--- src/rtl/cosmos_solver_pkg.sv ---
// Shared types and constants for the BDD solver constraint sweep logic.
package cosmos_solver_pkg;

    typedef enum logic [1:0] {
        ST_IDLE = 2'd0,
        ST_EVAL = 2'd1,
        ST_NEXT = 2'd2,
        ST_DONE = 2'd3
    } sweep_state_e;

    localparam int NUM_SPLITS_DEF = 8;

    // Fibonacci tap masks, bit (tap-1) set for each tap position.
    localparam logic [63:0] TAPS_W64 = 64'hD800_0000_0000_0000; // 64,63,61,60
    localparam logic [63:0] TAPS_W32 = 64'h0000_0000_8020_0003; // 32,22,2,1
    localparam logic [63:0] TAPS_W16 = 64'h0000_0000_0000_D008; // 16,15,13,4

    function automatic logic [63:0] lfsr_taps(input int width);
        case (width)
            64:      lfsr_taps = TAPS_W64;
            32:      lfsr_taps = TAPS_W32;
            16:      lfsr_taps = TAPS_W16;
            // Other widths get the two top bits only; not maximal length.
            default: lfsr_taps = 64'd3 << (width - 2);
        endcase
    endfunction

endpackage

--- src/rtl/cand_lfsr.sv ---
// Candidate register: loads a seed (zero replaced by 1) or steps a Fibonacci LFSR.
module cand_lfsr
    import cosmos_solver_pkg::*;
#(
    parameter int CAND_W = 64
) (
    input  logic              clk,
    input  logic              rst,
    input  logic              load,
    input  logic              step,
    input  logic [CAND_W-1:0] seed_i,
    output logic [CAND_W-1:0] cand_o
);

    localparam logic [CAND_W-1:0] TAP_MASK = CAND_W'(lfsr_taps(CAND_W));
    localparam logic [CAND_W-1:0] ONE      = {{(CAND_W-1){1'b0}}, 1'b1};

    logic [CAND_W-1:0] cand_q;
    logic [CAND_W-1:0] cand_d;
    logic [CAND_W-1:0] step_val;

    // Next candidate: load has priority; a zero result is never produced.
    always_comb begin
        step_val = {cand_q[CAND_W-2:0], ^(cand_q & TAP_MASK)};
        if (step_val == '0) begin
            step_val = ONE;
        end
        cand_d = cand_q;
        if (load) begin
            cand_d = (seed_i == '0) ? ONE : seed_i;
        end else if (step) begin
            cand_d = step_val;
        end
    end

    // Candidate register.
    always_ff @(posedge clk or posedge rst) begin
        if (rst) begin
            cand_q <= '0;
        end else begin
            cand_q <= cand_d;
        end
    end

    assign cand_o = cand_q;

endmodule

--- src/rtl/constraint_sweep_ctrl.sv ---
// Sweeps split verdicts for one candidate, retries with LFSR candidates on failure,
// and reports sat/unsat plus try count over a valid/ready port.
//
// state   | meaning
// IDLE    | waiting for a solve request
// EVAL    | examining split verdict idx for the current candidate
// NEXT    | one-cycle bubble while the LFSR advances the candidate
// DONE    | result presented, waiting for res_ready
module constraint_sweep_ctrl
    import cosmos_solver_pkg::*;
#(
    parameter  int NUM_SPLITS = NUM_SPLITS_DEF,
    parameter  int CAND_W     = 64,
    parameter  int MAX_TRIES  = 255,
    localparam int SEL_W      = $clog2(NUM_SPLITS),
    localparam int TRY_W      = $clog2(MAX_TRIES + 1)
) (
    input  logic              clk,
    input  logic              rst,
    input  logic              start_valid,
    output logic              start_ready,
    input  logic [CAND_W-1:0] seed_i,
    output logic [CAND_W-1:0] cand_o,
    output logic [SEL_W-1:0]  split_sel_o,
    input  logic              split_ok_i,
    output logic              res_valid,
    input  logic              res_ready,
    output logic              res_sat,
    output logic [TRY_W-1:0]  res_tries
);

    localparam logic [SEL_W-1:0] LAST_IDX  = SEL_W'(NUM_SPLITS - 1);
    localparam logic [TRY_W-1:0] TRY_LIMIT = TRY_W'(MAX_TRIES);

    sweep_state_e     state_q, state_d;
    logic [SEL_W-1:0] idx_q, idx_d;
    logic [TRY_W-1:0] tries_q, tries_d;
    logic             res_sat_q, res_sat_d;
    logic             lfsr_load;
    logic             lfsr_step;

    cand_lfsr #(.CAND_W(CAND_W)) u_cand_lfsr (
        .clk    (clk),
        .rst    (rst),
        .load   (lfsr_load),
        .step   (lfsr_step),
        .seed_i (seed_i),
        .cand_o (cand_o)
    );

    // State, split index, try counter and verdict registers.
    always_ff @(posedge clk or posedge rst) begin
        if (rst) begin
            state_q   <= ST_IDLE;
            idx_q     <= '0;
            tries_q   <= '0;
            res_sat_q <= 1'b0;
        end else begin
            state_q   <= state_d;
            idx_q     <= idx_d;
            tries_q   <= tries_d;
            res_sat_q <= res_sat_d;
        end
    end

    // Next-state logic: early abort on the first failing split.
    always_comb begin
        state_d   = state_q;
        idx_d     = idx_q;
        tries_d   = tries_q;
        res_sat_d = res_sat_q;
        case (state_q)
            ST_IDLE: begin
                if (start_valid) begin
                    idx_d     = '0;
                    tries_d   = '0;
                    res_sat_d = 1'b0;
                    state_d   = ST_EVAL;
                end
            end
            ST_EVAL: begin
                if (split_ok_i) begin
                    if (idx_q == LAST_IDX) begin
                        tries_d   = tries_q + TRY_W'(1);
                        res_sat_d = 1'b1;
                        state_d   = ST_DONE;
                    end else begin
                        idx_d = idx_q + SEL_W'(1);
                    end
                end else begin
                    tries_d = tries_q + TRY_W'(1);
                    if (tries_d == TRY_LIMIT) begin
                        res_sat_d = 1'b0;
                        state_d   = ST_DONE;
                    end else begin
                        state_d = ST_NEXT;
                    end
                end
            end
            ST_NEXT: begin
                idx_d   = '0;
                state_d = ST_EVAL;
            end
            ST_DONE: begin
                if (res_ready) begin
                    state_d = ST_IDLE;
                end
            end
            default: state_d = ST_IDLE;
        endcase
    end

    // Outputs and candidate-register controls decoded from the current state.
    always_comb begin
        start_ready = (state_q == ST_IDLE);
        res_valid   = (state_q == ST_DONE);
        lfsr_load   = (state_q == ST_IDLE) && start_valid;
        lfsr_step   = (state_q == ST_NEXT);
        split_sel_o = idx_q;
        res_sat     = res_sat_q;
        res_tries   = tries_q;
    end

endmodule

--- config.mk ---
export PLATFORM = sky130hd
export DESIGN_NAME = constraint_sweep_ctrl
export DESIGN_NICKNAME = d
export VERILOG_FILES = /design/src/rtl/cosmos_solver_pkg.sv /design/src/rtl/cand_lfsr.sv /design/src/rtl/constraint_sweep_ctrl.sv
export SDC_FILE = /design/constraint.sdc
export NUM_CORES = 1
export LEC_CHECK = 0
export ABC_CLOCK_PERIOD_IN_PS = 2400
export CAP_MARGIN = 15
export CORE_MARGIN = 2
export CORE_UTILIZATION = 40
export DETAILED_ROUTE_END_ITERATION = 10
export GPL_TIMING_DRIVEN = 0
export PLACE_DENSITY = 0.79
export RECOVER_POWER = 25
export SLEW_MARGIN = 20
export SYNTH_ARGS = -nofsm -noshare
export SYNTH_HDL_FRONTEND = slang
export SYNTH_SLANG_ARGS = --single-unit
--- constraint.sdc ---
create_clock -name clk -period 2.4 [get_ports clk]
set_input_delay 0.36 -clock clk [delete_from_list [all_inputs] [get_ports clk]]
set_output_delay 0.36 -clock clk [all_outputs]
set_load 0.01 [all_outputs]
# After elaboration in Yosys (flattened, before gate mapping)
# Index checks and enable logic that the tools add are counted.
dict set report classes {
  muxes 23
  n_eq_ne 11
  add_sub_neg 2
  reduce_logical 12
}
# op count
set ops {}
lappend ops {{2-to-1 mux 64 bit} 4}
lappend ops {{logical NOT 64 bit} 2}
lappend ops {{parity 64 bit} 1}
lappend ops {{2-to-1 mux 8 bit} 3}
lappend ops {{one-hot mux 8 bit (2 select lines)} 1}
lappend ops {{2-to-1 mux 3 bit} 3}
lappend ops {{one-hot mux 3 bit (3 select lines)} 1}
lappend ops {{adder 8 x 1 -> 8 bit (second input constant)} 1}
lappend ops {{equality test 8 bit (second input constant)} 1}
lappend ops {{2-to-1 mux 2 bit} 4}
lappend ops {{one-hot mux 2 bit (4 select lines)} 1}
lappend ops {{AND reduction 4 bit} 2}
lappend ops {{inequality test 2 bit (second input constant)} 3}
lappend ops {{inequality test 3 bit (second input constant)} 2}
lappend ops {{AND reduction 3 bit} 2}
lappend ops {{2-to-1 mux 1 bit} 5}
lappend ops {{equality test 2 bit (second input constant)} 2}
lappend ops {{nonzero test 2 bit} 2}
lappend ops {{adder 3 x 1 -> 3 bit (second input constant)} 1}
lappend ops {{equality test 3 bit (second input constant)} 1}
lappend ops {{nonzero test 3 bit} 1}
lappend ops {{equality test 2 x 1 -> 1 bit (second input constant)} 1}
lappend ops {{logical NOT 2 bit} 1}
lappend ops {{inequality test 2 x 1 -> 1 bit (second input constant)} 1}
lappend ops {{other kinds (2)} 2}
dict set report totals {
  register_bits 78
  out_inout_bits 78
}

# Longest topological paths before layout
# Gate-level depths: netlist (run 1).
dict set report logic_depth {
  ltp_word 5
  mapped_depth 7
  mapped_depth_nobuf 6
}

# By module
# Synthesis (run 1) repeated with hierarchy kept, for this count alone.
dict set report hier_totals {
  cells_unflattened 428
  area_unflattened_um2 4149.0
}
# module cells_each area_each_um2 instances seq_area_each_um2
set by_module_without_submodules {}
lappend by_module_without_submodules {cand_lfsr 324 3218.1 1 1601.5}
lappend by_module_without_submodules {constraint_sweep_ctrl 104 930.9 1 350.3}

# Worst setup path after synthesis (run 1)
# OpenSTA, ideal clock, no wires.
dict set report synth_timing {
  path_type {reg2reg}
  start {register idx_q[0] (netlist: split_sel_o[0])}
  end {register tries_q[2] (netlist: res_tries[2])}
  synth_period_minus_slack_ns 1.709
  stages_incl_launch_ff 8
  path_buffers 1
  slack_ns 0.691
  setup_time_ns 0.133
  arrival_ns 1.576
  cell_sequence {dfrtp_1 ha_1 ha_1 o211ai_1 buf_2 nor2_1 o21ai_0 o31ai_1}
}
dict set report synth_between {
  elab_chain_len 3
}
# element line
set synth_lines {}
lappend synth_lines {{from (decl)} constraint_sweep_ctrl.sv:36} ;# logic [SEL_W-1:0] idx_q, idx_d;
lappend synth_lines {{from (signal assigned)} constraint_sweep_ctrl.sv:60} ;# idx_q <= idx_d;
lappend synth_lines {{equality test 3 bit} constraint_sweep_ctrl.sv:83} ;# if (idx_q == LAST_IDX) begin
lappend synth_lines {{inequality test 3 bit (no line)} --}
lappend synth_lines {{AND reduction 3 bit (no line)} --}
lappend synth_lines {{to (signal assigned)} constraint_sweep_ctrl.sv:61} ;# tries_q <= tries_d;
lappend synth_lines {{to (decl)} constraint_sweep_ctrl.sv:37} ;# logic [TRY_W-1:0] tries_q, tries_d;
# Every way passes these cells.
# A chain may end at the register's enable or synchronous reset.

# Worst setup path in the final report (run 1)
dict set report layout_timing {
  start {register state_q[0]}
  end {output res_valid}
}
dict set report layout_between {
  elab_chain_len 1
}
# element line
set layout_lines {}
lappend layout_lines {{from (decl)} constraint_sweep_ctrl.sv:35} ;# sweep_state_e state_q, state_d;
lappend layout_lines {{from (signal assigned)} constraint_sweep_ctrl.sv:59} ;# state_q <= state_d;
lappend layout_lines {{equality test 2 bit} constraint_sweep_ctrl.sv:116} ;# res_valid = (state_q == ST_DONE);
lappend layout_lines {{to (decl)} constraint_sweep_ctrl.sv:26} ;# output logic res_valid,
# Every way passes these cells.

==> impl_metrics.json, run 1 <==
{
  "drt_drc_violations_left": 0,
  "initial_core_util_pct": 40.6,
  "swShare_pct": 40.9,
  "p_seq_share_pct": 35.3,
  "maxSlewViolCount": 0,
  "layout.cells.non_filler": 715,
  "power.internal_mw": 4.21,
  "antenna_found_initial": 0,
  "max_freq_mhz": 452,
  "h-tree-depth": 3,
  "die_w_um": 103,
  "dpl_worst_slack_ns": 0.203,
  "hold_path_class": "register to register",
  "power_density_nw_per_um2": 1240,
  "post_cts_buffers": 0,
  "overflow": 0,
  "drive_above_1_share_pct": 7.22,
  "clkTransAtPathRegs_ns": 0.08,
  "placed_cells": 702,
  "period_needed_ns": 2.21,
  "yosys_warnings": 0,
  "tightest_slew_ns": 1.29,
  "cp-end-kind": "output port",
  "pwr-share-comb_pct": 49.0,
  "clk_latency_ns": 0.35,
  "port_buffers": 146,
  "criticalPathCategory": "register to output port",
  "r2r.worst_path.cells": 7,
  "hold_depth": 2,
  "row_count": 36,
  "seq_area_um2": 1950,
  "syn_avg_cell_area_um2": 9.24,
  "critPathRequiredTime_ns": 2.04,
  "synth_cell_types": 35,
  "cts_inserted_buffers": 9,
  "synth_nets": 495,
  "status": "finished clean",
  "drt_wl_total_um": 12900,
  "ant_nets": 0,
  "ioPinCount": 147,
  "skew_ns": 0.00941,
  "cts_root_buf": "clkbuf_8",
  "cap_viol_max_count": 0,
  "drt_iter0_drc": 261,
  "cts_tree": "done",
  "setup-violations-final": 0,
  "grt_pass1_vias": 4004,
  "vias": 4131,
  "crit_start": "state_q[0]",
  "viasPerCell": 5.78,
  "worstPathArrival_ns": 1.85,
  "synth-seq-cells": 78,
  "p_leak_nw": 2.31,
  "grt_setup_unrepaired": "false",
  "synth_top_cells_by_area": "dfrtp_1 (50%), a22oi_1 (12%), o21ai_0 (9.5%)",
  "die_area_um2": 10500,
  "synth_area_um2": 3900,
  "wl_per_cell_um": 18.1,
  "post-route-util_pct": 60.1,
  "syn_inst": 422,
  "critPathMaxFanout": 10,
  "cts_sinks": 78,
  "rr_startpoint": "split_sel_o[0]",
  "finalHoldViolations": 0,
  "clockPowerShare_pct": 15.8,
  "period_share_pct": 92.2,
  "synth_top_area_share_pct": 50.1,
  "drt_first_pass_iters": 5,
  "worstHoldStart": "u_cand_lfsr.cand_o[43]",
  "grt_max_degree": 53,
  "multi_input_comb_area_um2": 1760,
  "max_slew_margin_pct": 13.3,
  "clk_path_buf_depth": 2,
  "place_congestion": 0.887,
  "final_nets": 651,
  "final.fill_count": 844,
  "peakVddDrop_mv": 0.646,
  "grt_pass1_wl_um": 20400,
  "cts_resized": 0,
  "fin_ws_ns": 0.188,
  "cp-start-kind": "register",
  "core-area_um2": 9590,
  "antenna_cells": 0,
  "hold_buffers": 0,
  "ys_seq_area_share_pct": 50.1,
  "dpl.hpwl_um": 9830,
  "grt_use_total_pct": 24.9,
  "syn_to_final_growth_pct": 48.0,
  "die_h_um": 103,
  "switchingPower_mw": 2.91,
  "synth_top_area_cell": "dfrtp_1"
}
layout make-up:
cell class,count,share of cell area (%)
plain buffers,30,2.56
flip-flops and latches,78,33.8
inverters,7,0.477
clock buffers,12,2.69
multi-input cells,305,30.5
clock inverters,3,1.17
repair buffers,147,25.8
well taps,133,2.89
through the flow:
step / instance area (µm²) / power, mW / TNS [ns] / hold WS [ns]
floorplan: 3900 / 4.17 / 0 / 0.467
global placement: 5530 / 5.90 / -95.84 / 0.514
detailed placement: 5560 / 6.02 / 0 / 0.520
CTS: 5770 / 7.14 / 0 / 0.356
global route: 5770 / 7.63 / 0 / 0.570
finish: 5770 / 7.12 / 0 / 0.543
kinds of logic after synthesis:
family	Yosys count	synth area share [%]
adders and majority gates	4	1.28
xor gates and xnor gates	6	1.35
muxes	1	0.289
DFF	78	50.1
AOI/OAI and AO/OA	154	24.9
buffers and inverters	39	4.72
and+or+nand+nor	140	17.3
final timing paths:
kind | to | slack [ns]
min in group asynchronous | u_cand_lfsr.cand_o[32] | 0.75
max reg2reg | res_tries[2] | 0.47
max in group asynchronous | u_cand_lfsr.cand_o[61] | 0.87
min reg2reg | u_cand_lfsr.cand_o[43] | 0.54
min | u_cand_lfsr.cand_o[43] | 0.54
max | res_valid | 0.19
sequential cells by signal, summed over array words and instances, names as in the netlist:
name and count:
res_sat 1, res_tries 8, u_cand_lfsr.cand_o 64, split_sel_o 3
state_q 2
per-layer routing:
metal  track usage, %  share of wire [%]  wire (µm)  vias to the layer above
met4             6.97                1.3        165                        0
met1             34.9                 44       5620                     2023
met2             39.8                 47       6130                      197
met5                0                  0          0                        -
met3             4.34                7.7        997                       14
li1                 -                  -          -                     1897
power groups by stage:
stage / registers, mW / clock network, mW / logic, mW
CTS: 2.50 / 1.13 / 3.51
finish: 2.51 / 1.12 / 3.49
detailed placement: 2.52 / 0 / 3.50
global placement: 2.50 / 0 / 3.41
floorplan: 2.60 / 0 / 1.57
global route: 2.61 / 1.19 / 3.83
synth_stat cells:
library cell  count
dfrtp_1          78
o21ai_0          74
nand2_1          72
a22oi_1          63
nor4_1           35
buf_2            18
clkbuf_1         11
nand4_1          10
nor2_1            9
inv_1             6
o31ai_1           5
ha_1              4
xor2_1            4
a21oi_1           3
nand3_1           3
nor2b_1           3
nor3_1            3
a22o_1            2
buf_4             2
xnor2_1           2
a31oi_1           1
a32oi_1           1
and2_4            1
and4_4            1
buf_6             1
inv_2             1
mux2_2            1
nand3b_1          1
nor3b_1           1
o211ai_1          1
o21a_1            1
o21ai_2           1
o221ai_1          1
o32a_2            1
or2_2             1
cell usage in the layout (no fill, tap or decap), drive strengths merged, types with 3 or more instances in the layout:
cell type | Yosys | routed
dfrtp | 78 | 78
xor2 | 4 | 4
inv | 7 | 6
nor3 | 3 | 3
nand4 | 10 | 10
a21oi | 3 | 3
nand2 | 72 | 72
nand3 | 3 | 3
ha | 4 | 4
nor2 | 9 | 9
buf | 21 | 20
nor2b | 3 | 3
o21ai | 75 | 75
a22oi | 63 | 63
o31ai | 5 | 5
nor4 | 35 | 35
clkdlybuf4s50 | 0 | 145
clkbuf | 11 | 23
critical path, stage by stage (launching register included):
cell and delay, ns:
dfrtp_1 0.39, buf_4 0.19, buf_2 0.24, nand2_1 0.09
inv_1 0.07, clkdlybuf4s50_1 0.53
(Power assumes the default switching activity.)
==> inputs of run 2 (changes only) <==
--- a/config.mk
+++ b/config.mk
@@ -6,7 +6,6 @@
 export NUM_CORES = 1
 export LEC_CHECK = 0
 export ABC_CLOCK_PERIOD_IN_PS = 2400
-export CAP_MARGIN = 15
 export CORE_MARGIN = 2
 export CORE_UTILIZATION = 40
 export DETAILED_ROUTE_END_ITERATION = 10
==> results of run 2 <==
The final DEF is identical to that of run 1; final timing and power are the same.
==> inputs of run 3 (changes only) <==
--- a/config.mk
+++ b/config.mk
@@ -12,7 +12,7 @@
 export GPL_TIMING_DRIVEN = 0
 export PLACE_DENSITY = 0.79
 export RECOVER_POWER = 25
-export SLEW_MARGIN = 20
+export SLEW_MARGIN = 10
 export SYNTH_ARGS = -nofsm -noshare
 export SYNTH_HDL_FRONTEND = slang
 export SYNTH_SLANG_ARGS = --single-unit
==> run 3 against run 2 <==
  * Non-clock buffer count stayed put
  * Total power is 2.4% lower
  * Hold slack worse by 0.037 ns
  * Via count is 1.2% lower
  * Clock skew is 0.00078 ns higher
  * Global-route usage is 0.090 points lower
  * First-iteration DRC count is 16% lower
  * Setup slack hardly changed
  * Clock-buffer cell count is 2 lower
  * Critical endpoint is now start_ready
  * Largest cell class unchanged
==> impl_metrics.json, run 3 (synthesis gave the netlist of run 1 again) <==
{
  "maxSlewViolCount": 0,
  "peakVddDrop_mv": 0.671,
  "post-route-util_pct": 59.6,
  "clk_path_buf_depth": 2,
  "finalHoldViolations": 0,
  "swShare_pct": 41.8,
  "core-area_um2": 9590,
  "tightest_slew_ns": 0.896,
  "max_freq_mhz": 452,
  "largest_reg_flops": 64,
  "power_mw": 6.95,
  "cp-end-kind": "output port",
  "skew_ns": 0.0102,
  "cp_slowest_cell": "clkdlybuf4s50_1",
  "finalSetupTns_ns": 0,
  "row_count": 36,
  "cts_sinks": 78,
  "vias": 4080,
  "status": "finished clean",
  "syn_to_final_growth_pct": 46.6,
  "wl_per_cell_um": 18.0,
  "max_slew_margin_pct": 40.3,
  "ant_nets": 0,
  "drt_iter0_drc": 220,
  "critPathMaxFanout": 10,
  "initial_core_util_pct": 40.6,
  "grt_pass1_wl_um": 20300,
  "pwr-share-comb_pct": 50.1,
  "cp-start-kind": "register",
  "path_delay_family": "buffers and inverters",
  "max_stage_delay_ns": 0.55,
  "p_seq_share_pct": 36.1,
  "port_buffers": 146,
  "viasPerCell": 5.70,
  "drt_first_pass_iters": 6,
  "dr_wl_met2_um": 6130,
  "crit_chain": "buf_4 > clkbuf_1 > nor2_1 > clkdlybuf4s50_1",
  "grt_max_degree": 66,
  "cts_inserted_buffers": 9,
  "drt_wl_total_um": 12900,
  "clockPowerShare_pct": 13.8,
  "drive_above_1_share_pct": 7.38,
  "critPathRequiredTime_ns": 2.04,
  "period_share_pct": 92.2,
  "layout_common_cells": "clkdlybuf4s50_1 (145), dfrtp_1 (78), o21ai_0 (74)",
  "cts_resized": 0,
  "criticalPathCategory": "register to output port",
  "grt_use_total_pct": 24.8,
  "p_leak_nw": 2.28,
  "power_density_nw_per_um2": 1220,
  "clkTransAtPathRegs_ns": 0.09,
  "switchingPower_mw": 2.91,
  "setup-violations-final": 0,
  "ioPinCount": 147,
  "cap_viol_max_count": 0,
  "drt_drc_violations_left": 0,
  "period_needed_ns": 2.21,
  "h-tree-depth": 3,
  "crit_buf_inv": 3,
  "dpl.hpwl_um": 9770,
  "worstPathArrival_ns": 1.85,
  "reg2reg_slack_ns": 0.46,
  "grt_setup_unrepaired": "false",
  "antenna_cells": 0,
  "overflow": 0,
  "hold_path_class": "primary input to asynchronous set/reset pin",
  "met3WireLength_um": 945,
  "met1_length_um": 5600,
  "clk_latency_ns": 0.35,
  "die_w_um": 103,
  "power.internal_mw": 4.05,
  "layout_commonest_cell": "clkdlybuf4s50_1",
  "hold_buffers": 0,
  "final_nets": 651,
  "top_layer": "met4",
  "die_area_um2": 10500,
  "antenna_found_initial": 0,
  "die_h_um": 103,
  "grt_pass1_vias": 3962,
  "cts_root_buf": "clkbuf_8",
  "cts_tree": "done",
  "place_congestion": 0.887
}
[run 3: path summary, 6_finish.rpt]
path / start / end / cells after the start
max: state_q[0] / start_ready / 4
max reg2reg: split_sel_o[0] / res_tries[2] / 7
min: rst / u_cand_lfsr.cand_o[25] / 2
max in group asynchronous: rst / res_tries[6] / 3
min reg2reg: split_sel_o[1] / split_sel_o[1] / 1
min in group clk: split_sel_o[1] / split_sel_o[1] / 1
[run 3: routing by layer]
| metal | vias to the layer above | track usage (%) |
|---|---|---|
| met1 | 1962 | 35.5 |
| met3 | 18 | 3.53 |
| met4 | 0 | 6.87 |
| met5 | - | 0 |
| li1 | 1909 | - |
| met2 | 191 | 39.4 |
[run 3: power by group through the flow]
stage               sequential (mW)  combinational, mW  clock [mW]
floorplan                      2.60               1.57           0
detailed placement             2.51               3.50           0
finish                         2.51               3.48       0.961
global placement               2.50               3.41           0
global route                   2.61               3.83        1.03
CTS                            2.50               3.50       0.983
[run 3: worst register-to-register path: stages (launching register included)]
cell and delay [ns]:
dfrtp_1 0.41, ha_1 0.21, ha_1 0.22, o211ai_1 0.38, buf_2 0.30, nor2_1 0.06, o21ai_0 0.15, o31ai_1 0.09
[run 3: repair_timing]
| item | in CTS | in global routing |
|---|---|---|
| setup buffers | 0 | 0 |
| setup endpoints to repair | 1 | 1 |
| endpoints found under the hold margin | 0 | 0 |
[run 3: stage by stage]
stage | setup slack, ns | hold WS (ns) | instance area (µm²) | instances
after global routing | 0.0804 | 0.546 | 5710 | 716
after global placement | -1.23 | 0.514 | 5530 | 701
after floorplan | 0.0450 | 0.467 | 3900 | 422
after CTS | 0.109 | 0.288 | 5740 | 717
final | 0.188 | 0.505 | 5710 | 716
after detailed placement | 0.203 | 0.520 | 5560 | 702
[run 3: final cells by class]
type,instances,area [µm²]
fillers,853,3880
flip-flops and latches,78,1950
multi-input cells,305,1760
repair buffers,147,1470
well taps,133,166
plain buffers,30,148
clock buffers,10,128
clock inverters,6,62.6
inverters,7,27.5
